<file path="config.mk">
export PLATFORM = sky130hd
export DESIGN_NAME = mult_div_unit
export DESIGN_NICKNAME = d
export VERILOG_FILES = /design/src/rtl/mult_div_unit.sv
export SDC_FILE = /design/constraint.sdc
export NUM_CORES = 1
export LEC_CHECK = 0
export CAP_MARGIN = 20
export CORE_MARGIN = 4
export CORE_UTILIZATION = 50
export CTS_BUF_LIST = sky130_fd_sc_hd__clkbuf_4 sky130_fd_sc_hd__clkbuf_8
export DETAILED_ROUTE_END_ITERATION = 12
export PLACE_DENSITY = 0.76
export SYNTH_ARGS = -nofsm -noshare
export SYNTH_HDL_FRONTEND = slang
export SYNTH_SLANG_ARGS = --single-unit
</file>
<file path="constraint.sdc">
create_clock -name clk -period 4.4 [get_ports clk]
set_input_delay 0.88 -clock clk [delete_from_list [all_inputs] [get_ports clk]]
set_output_delay 0.88 -clock clk [all_outputs]
set_load 0.005 [all_outputs]
</file>
<file path="src/rtl/mult_div_unit.sv">
// Iterative HI/LO multiply/divide unit: one shift-add or restoring-subtract
// step per cycle on operand magnitudes, with sign fix-up in a final cycle.
module mult_div_unit #(
  parameter int WIDTH = 32
) (
  input  logic             clk,
  input  logic             rst_n,
  input  logic             start,
  input  logic [2:0]       op,
  input  logic [WIDTH-1:0] rs_value,
  input  logic [WIDTH-1:0] rt_value,
  output logic             busy,
  output logic             done,
  output logic [WIDTH-1:0] hi,
  output logic [WIDTH-1:0] lo
);

  typedef enum logic [1:0] {IDLE, RUN, FIX} state_t;
  typedef enum logic [2:0] {
    OP_MULT  = 3'b000,
    OP_MULTU = 3'b001,
    OP_DIV   = 3'b010,
    OP_DIVU  = 3'b011,
    OP_MTHI  = 3'b100,
    OP_MTLO  = 3'b101
  } op_t;

  localparam int CW = $clog2(WIDTH + 1);
  localparam logic [CW-1:0] LAST = CW'(WIDTH - 1);

  state_t           state_q, state_d;
  logic [CW-1:0]    cnt;
  logic             is_div, neg_q, neg_r, div_zero;
  logic [WIDTH-1:0] acc, aux, opnd, rs_raw;

  logic             sgn, a_neg, b_neg;
  logic [WIDTH-1:0] a_mag, b_mag;
  logic [WIDTH:0]   mul_sum, shifted;
  logic [WIDTH-1:0] rem_sub;
  logic             rem_ge;
  logic [2*WIDTH-1:0] prod;
  logic [WIDTH-1:0] quo_fix, rem_fix;

  assign busy = (state_q != IDLE);

  always_comb begin
    sgn   = ~op[0];
    a_neg = sgn & rs_value[WIDTH-1];
    b_neg = sgn & rt_value[WIDTH-1];
    a_mag = a_neg ? ('0 - rs_value) : rs_value;
    b_mag = b_neg ? ('0 - rt_value) : rt_value;
  end

  // acc/aux hold {product hi, product lo} for multiply and {remainder, dividend->quotient} for divide.
  always_comb begin
    mul_sum = aux[0] ? ({1'b0, acc} + {1'b0, opnd}) : {1'b0, acc};
    shifted = {acc, aux[WIDTH-1]};
    rem_ge  = (shifted >= {1'b0, opnd});
    rem_sub = shifted[WIDTH-1:0] - opnd;
    prod    = neg_q ? ('0 - {acc, aux}) : {acc, aux};
    quo_fix = neg_q ? ('0 - aux) : aux;
    rem_fix = neg_r ? ('0 - acc) : acc;
  end

  always_comb begin
    state_d = state_q;
    case (state_q)
      IDLE: if (start && !op[2]) state_d = RUN;
      RUN:  if (cnt == LAST) state_d = FIX;
      FIX:  state_d = IDLE;
      default: state_d = IDLE;
    endcase
  end

  always_ff @(posedge clk or negedge rst_n) begin
    if (!rst_n) state_q <= IDLE;
    else        state_q <= state_d;
  end

  always_ff @(posedge clk or negedge rst_n) begin
    if (!rst_n) begin
      cnt      <= '0;
      done     <= 1'b0;
      hi       <= '0;
      lo       <= '0;
      is_div   <= 1'b0;
      neg_q    <= 1'b0;
      neg_r    <= 1'b0;
      div_zero <= 1'b0;
      acc      <= '0;
      aux      <= '0;
      opnd     <= '0;
      rs_raw   <= '0;
    end else begin
      done <= (state_q == FIX);
      case (state_q)
        IDLE: begin
          if (start) begin
            case (op)
              OP_MTHI: hi <= rs_value;
              OP_MTLO: lo <= rs_value;
              OP_MULT, OP_MULTU, OP_DIV, OP_DIVU: begin
                is_div   <= op[1];
                neg_q    <= a_neg ^ b_neg;
                neg_r    <= a_neg;
                div_zero <= op[1] && (rt_value == '0);
                rs_raw   <= rs_value;
                acc      <= '0;
                aux      <= op[1] ? a_mag : b_mag;
                opnd     <= op[1] ? b_mag : a_mag;
                cnt      <= '0;
              end
              default: ;
            endcase
          end
        end
        RUN: begin
          cnt <= cnt + 1'b1;
          if (is_div) begin
            if (rem_ge) begin
              acc <= rem_sub;
              aux <= {aux[WIDTH-2:0], 1'b1};
            end else begin
              acc <= shifted[WIDTH-1:0];
              aux <= {aux[WIDTH-2:0], 1'b0};
            end
          end else begin
            acc <= mul_sum[WIDTH:1];
            aux <= {mul_sum[0], aux[WIDTH-1:1]};
          end
        end
        FIX: begin
          cnt <= '0;
          if (!is_div) begin
            hi <= prod[2*WIDTH-1:WIDTH];
            lo <= prod[WIDTH-1:0];
          end else if (div_zero) begin
            hi <= rs_raw;
            lo <= '1;
          end else begin
            hi <= rem_fix;
            lo <= quo_fix;
          end
        end
        default: ;
      endcase
    end
  end

endmodule

</file>
* Word-level counts from Yosys, hierarchy flattened
Index checks and enable logic that the tools add are counted.
Word-level totals: output and inout bits 66, register bits after elaboration 205
Operators by class: multiplexer cells 34, bitwise gates (word level) 4, order comparisons 1, $add $sub $neg 8, equality and inequality tests 14, reductions and logical operators 17
Operators with widths (number):
- 32-bit two-way mux | 21
- 32-bit case mux with 2 select lines | 4
- 1-bit by 32-bit subtractor with 32-bit output (first input constant) | 4
- 64-bit two-way mux | 1
- 1-bit by 64-bit subtractor with 64-bit output (first input constant) | 1
- 32-bit by 32-bit adder with 33-bit output | 1
- 33-bit by 32-bit greater-or-equal comparator with 1-bit output | 1
- 33-bit two-way mux | 1
- 32-bit logical NOT | 1
- 32-bit subtractor | 1
- 6-bit case mux with 3 select lines | 1
- 3-bit AND reduction | 5
- 6-bit two-way mux | 2
- 2-bit != test (second input constant) | 4
- 6-bit by 1-bit adder with 6-bit output (second input constant) | 1
- 3-bit by 2-bit equality test with 1-bit output (second input constant) | 2
- 3-bit equality test (second input constant) | 2
- 6-bit by 5-bit equality test with 1-bit output (second input constant) | 1
- 2-bit nonzero test | 3
- 2-bit two-way mux | 2
- 2-bit by 1-bit != test with 1-bit output (second input constant) | 2
- 2-bit case mux with 2 select lines | 1
- 4-bit OR reduction | 1
- 3-bit by 1-bit equality test with 1-bit output (second input constant) | 1
- 12 further kinds | 14

* Depth between registers and ports, before layout
word-level depth 7, gate-level depth with buffers 14, depth with buffers taken out 13

* Least setup slack after synthesis
No wires, ideal clock.
path kind register to register, start point register aux[31], end point register acc[28], period minus slack after synthesis 3.457 ns, setup time 0.086 ns, stages on the path, launching flop included 14, data arrival time 3.372 ns, path buffers 0, setup slack 0.943 ns, path through dfrtp_1 -> inv_1 -> ha_1 -> inv_1 -> fa_1 -> a21o_1 -> a2111oi_0 -> nand3_1 -> a21oi_1 -> o41ai_1 -> a221oi_1 -> xor2_1 -> a211o_1 -> a32oi_1
Between the ends: word-level cells in the longest chain between the ends 4
Ends and longest elaborated chain:
- from (decl) | line 34 | logic [WIDTH-1:0] acc, aux, opnd, rs_raw;
- from (signal assigned) | line 109 | aux <= op[1] ? a_mag : b_mag;
- from (signal assigned) | line 122 | aux <= {aux[WIDTH-2:0], 1'b1};
- from (signal assigned) | line 125 | aux <= {aux[WIDTH-2:0], 1'b0};
- 32-bit subtractor or 33-bit by 32-bit greater-or-equal comparator with 1-bit output (tied branches) | line 59, 58
- 32-bit two-way mux (*) | line 120 | if (rem_ge) begin
- 32-bit two-way mux (*) | line 119 | if (is_div) begin
- 32-bit case mux with 2 select lines (*) | line 96 | case (state_q)
- to (signal assigned) | line 121 | acc <= rem_sub;
- to (signal assigned) | line 124 | acc <= shifted[WIDTH-1:0];
- to (signal assigned) | line 128 | acc <= mul_sum[WIDTH:1];
- to (decl) | line 34
Every way passes the cells marked *; elsewhere a longest branch is shown, timed or not. A chain may end at the register's enable or synchronous reset.

* Worst setup path in the final report
start point register aux[31], end point register acc[30]
The elaborated chain is that of the path after synthesis.

==> flow_metrics.tcl <==
set metrics [dict create \
    status "completed" \
    htreeDepth 2 \
    tritoncts "done" \
    clkLatencyLatePin_ns 0.57 \
    initial_core_util_pct 50.6 \
    rsz0062_at_grt "false" \
    worst_pin_slew_ns 1.04 \
    clockBufferDepth 3 \
    synth-edff-count 0 \
    p_clk_share_pct 12.9 \
    post-place-ws_ns 0.563 \
    antenna_found_initial 0 \
    cts-buffers-inserted 37 \
    grt_pass1_wl_um 103000 \
    post-route-util_pct 58.3 \
    grt_max_degree 90 \
    grt_usage_pct 34.3 \
    worst_setup_path_end_kind "register" \
    final_common_cell "nand2_1" \
    r2r_cells 14 \
    synth-main-ff-cell "dfrtp_1" \
    ys_ff_latch 205 \
    seq_area_frac_synth_pct 29.4 \
    maxCapViolCount 0 \
    syn_area_mm2 0.0174 \
    routed_wl_um 67600 \
    p_int_mw 7.83 \
    avgRoutedWirePerCell_um 23.7 \
    gr-total-overflow 0 \
    setup_violations 0 \
    die_width_um 195 \
    cts_hold_buf 0 \
    required_ns 4.85 \
    ios 136 \
    core-area_mm2 0.0345 \
    post-route-period-util_pct 83.5 \
    first_pass_iters 6 \
    p_leak_nw 8.61 \
    ant_nets 0 \
    drt-vias-per-instance 6.42 \
    cts-resized-gates 0 \
    drt_iter0_drc 2300 \
    p_switching_mw 7.57 \
    grt_pass1_vias 17600 \
    rows 68 \
    syn-mean-instance-area_um2 7.58 \
    powerDensity_mw_per_mm2 767 \
    drc 0 \
    layout_common_cells "nand2_1, o21ai_0, a21oi_1" \
    post-dp-hpwl_um 50800 \
    start_kind "register" \
    vias 18300 \
    cts.sinks 205 \
    p_total_mw 15.4 \
    die_area_mm2 0.0379 \
    max_freq_ghz 0.272 \
    peakVddDrop_v 0.000502 \
    worstPathArrival_ns 4.12 \
    cts-root-buf "clkbuf_8" \
    die_h_um 195 \
    nets 2511 \
    comb_power_share_pct 62.0 \
    hold_viol_final 0 \
    fin_ws_ns 0.727 \
    fin_crit_ns 3.67 \
    globalplace.congestion 1.00 \
    cp_max_fo 3 \
    cts_setup_buffers 0 \
    clk_pin_slew_worst_paths_ns 0.06 \
    seqPwrFrac_pct 25.0 \
    area_growth_pct 15.3 \
    worst-setup-path-type "register to register" \
    async_reset_ff_share_pct 100 \
    syn_nets 2444 \
    synthCells 2300 \
    skew_ns 0.0200 \
    swShare_pct 49.1 \
    ys.warnings.count 0 \
    port_buffers 135 \
    tns_ns 0 \
    maxSlewViolCount 0 \
    hold_path.class "input port to async pin" \
    slew_headroom_pct 30.8 \
    layout-drive-gt1-share_pct 8.07 \
    ys_types 77 \
]
[cell families (layout without fill, tap and decap cells)]
kind of cell             after synthesis  count (layout)  synth area share (%)
flip-flops                           205             205                  29.4
adder cells (fa/ha/maj)               74              74                  5.40
other                                  0               1                     0
buffers and inverters                249             342                  5.44
AO/OA/AOI/OAI                        763             763                  26.7
XOR/XNOR                             189             189                  9.49
AND/OR/NAND/NOR                      756             756                  19.7
multiplexers                          64              64                  3.83
[registers in the layout, summed over array words and instances (netlist names), 2 cells and up]
register and cells:
aux 32, state_q 2, opnd 32, hi 32, lo 32, acc 32
cnt 6, rs_raw 32
[critical path, stage by stage (launching register included)]
cell       delay (ns)
dfrtp_1          0.37
inv_1            0.05
ha_1             0.18
inv_1            0.06
fa_1             0.41
a21o_1           0.20
a2111oi_0        0.38
buf_4            0.20
nand3_1          0.16
a31oi_1          0.34
o221ai_1         0.30
a41oi_1          0.36
xor2_1           0.17
o211ai_1         0.11
a22o_1           0.26
[routing by layer]
layer | GRT usage [%] | wire (µm)
met3 | 7.31 | 7300
met5 | 0 | 0
met4 | 19.0 | 4280
met1 | 45.2 | 26400
met2 | 52.8 | 29700
[area by class of cell]
cell class                 count  area [µm²]
inverter                      72         270
sequential                   205        5130
timing repair buffer         205        1910
multi-input combinational   1846       11400
clock buffer                  58         717
fill                        3176       14400
clock inverter                 7        87.6
tap                          455         569
antenna                        1        2.50
[through the flow]
stage / area, µm² / instances / hold slack [ns]
after floorplan: 17400 / 2300 / 0.440
after global placement: 19300 / 2782 / 0.457
after detailed placement: 19300 / 2782 / 0.465
after CTS: 20100 / 2847 / 0.397
after global routing: 20100 / 2848 / 0.403
final: 20100 / 2849 / 0.359
[Yosys cell counts (11+ instances only)]
master / n / area share [%]
o22ai_1: 46 / 1.7
inv_1: 67 / 1.4
nand2_1: 336 / 7.2
clkbuf_1: 151 / 3.3
a21o_1: 46 / 2.0
nor3_1: 54 / 1.6
or4_1: 11 / 0.47
mux2i_1: 42 / 2.4
dfrtp_1: 205 / 29
xnor2_1: 133 / 6.7
nor2_1: 169 / 3.6
nor4_1: 17 / 0.61
o221ai_1: 18 / 0.90
xor2_1: 56 / 2.8
nand4_1: 19 / 0.68
and3_1: 23 / 0.83
o41ai_1: 13 / 0.65
or3_1: 22 / 0.79
or2_2: 13 / 0.47
nand2b_1: 17 / 0.61
o21ai_0: 226 / 6.5
nand3_1: 31 / 0.89
o21a_1: 14 / 0.60
buf_1: 20 / 0.43
ha_1: 72 / 5.2
a211oi_1: 27 / 1.2
a31oi_1: 23 / 0.83
o211ai_1: 22 / 0.95
o31ai_1: 27 / 1.2
mux2_2: 22 / 1.4
a21oi_1: 223 / 6.4
[path summary, 6_finish.rpt]
check                      startpoint    endpoint  slack (ns)
min in group clk           rs_raw[14]  rs_raw[14]        0.48
max in group asynchronous       rst_n     acc[16]        3.02
hold reg to reg            rs_raw[14]  rs_raw[14]        0.48
setup / recovery              aux[31]     acc[30]        0.73
setup reg to reg              aux[31]     acc[30]        0.73
hold / removal                  rst_n      lo[11]        0.36
[power groups by stage]
stage                     sequential [mW]  clock (mW)  combinational (mW)
after CTS                            3.83        2.02                9.32
after global routing                 3.93        2.11                10.4
after global placement               3.82           0                9.10
after detailed placement             3.85           0                9.25
after floorplan                      3.27           0                6.66
final                                3.86        1.99                9.55
No activity file was read; power rests on OpenSTA's default activity.
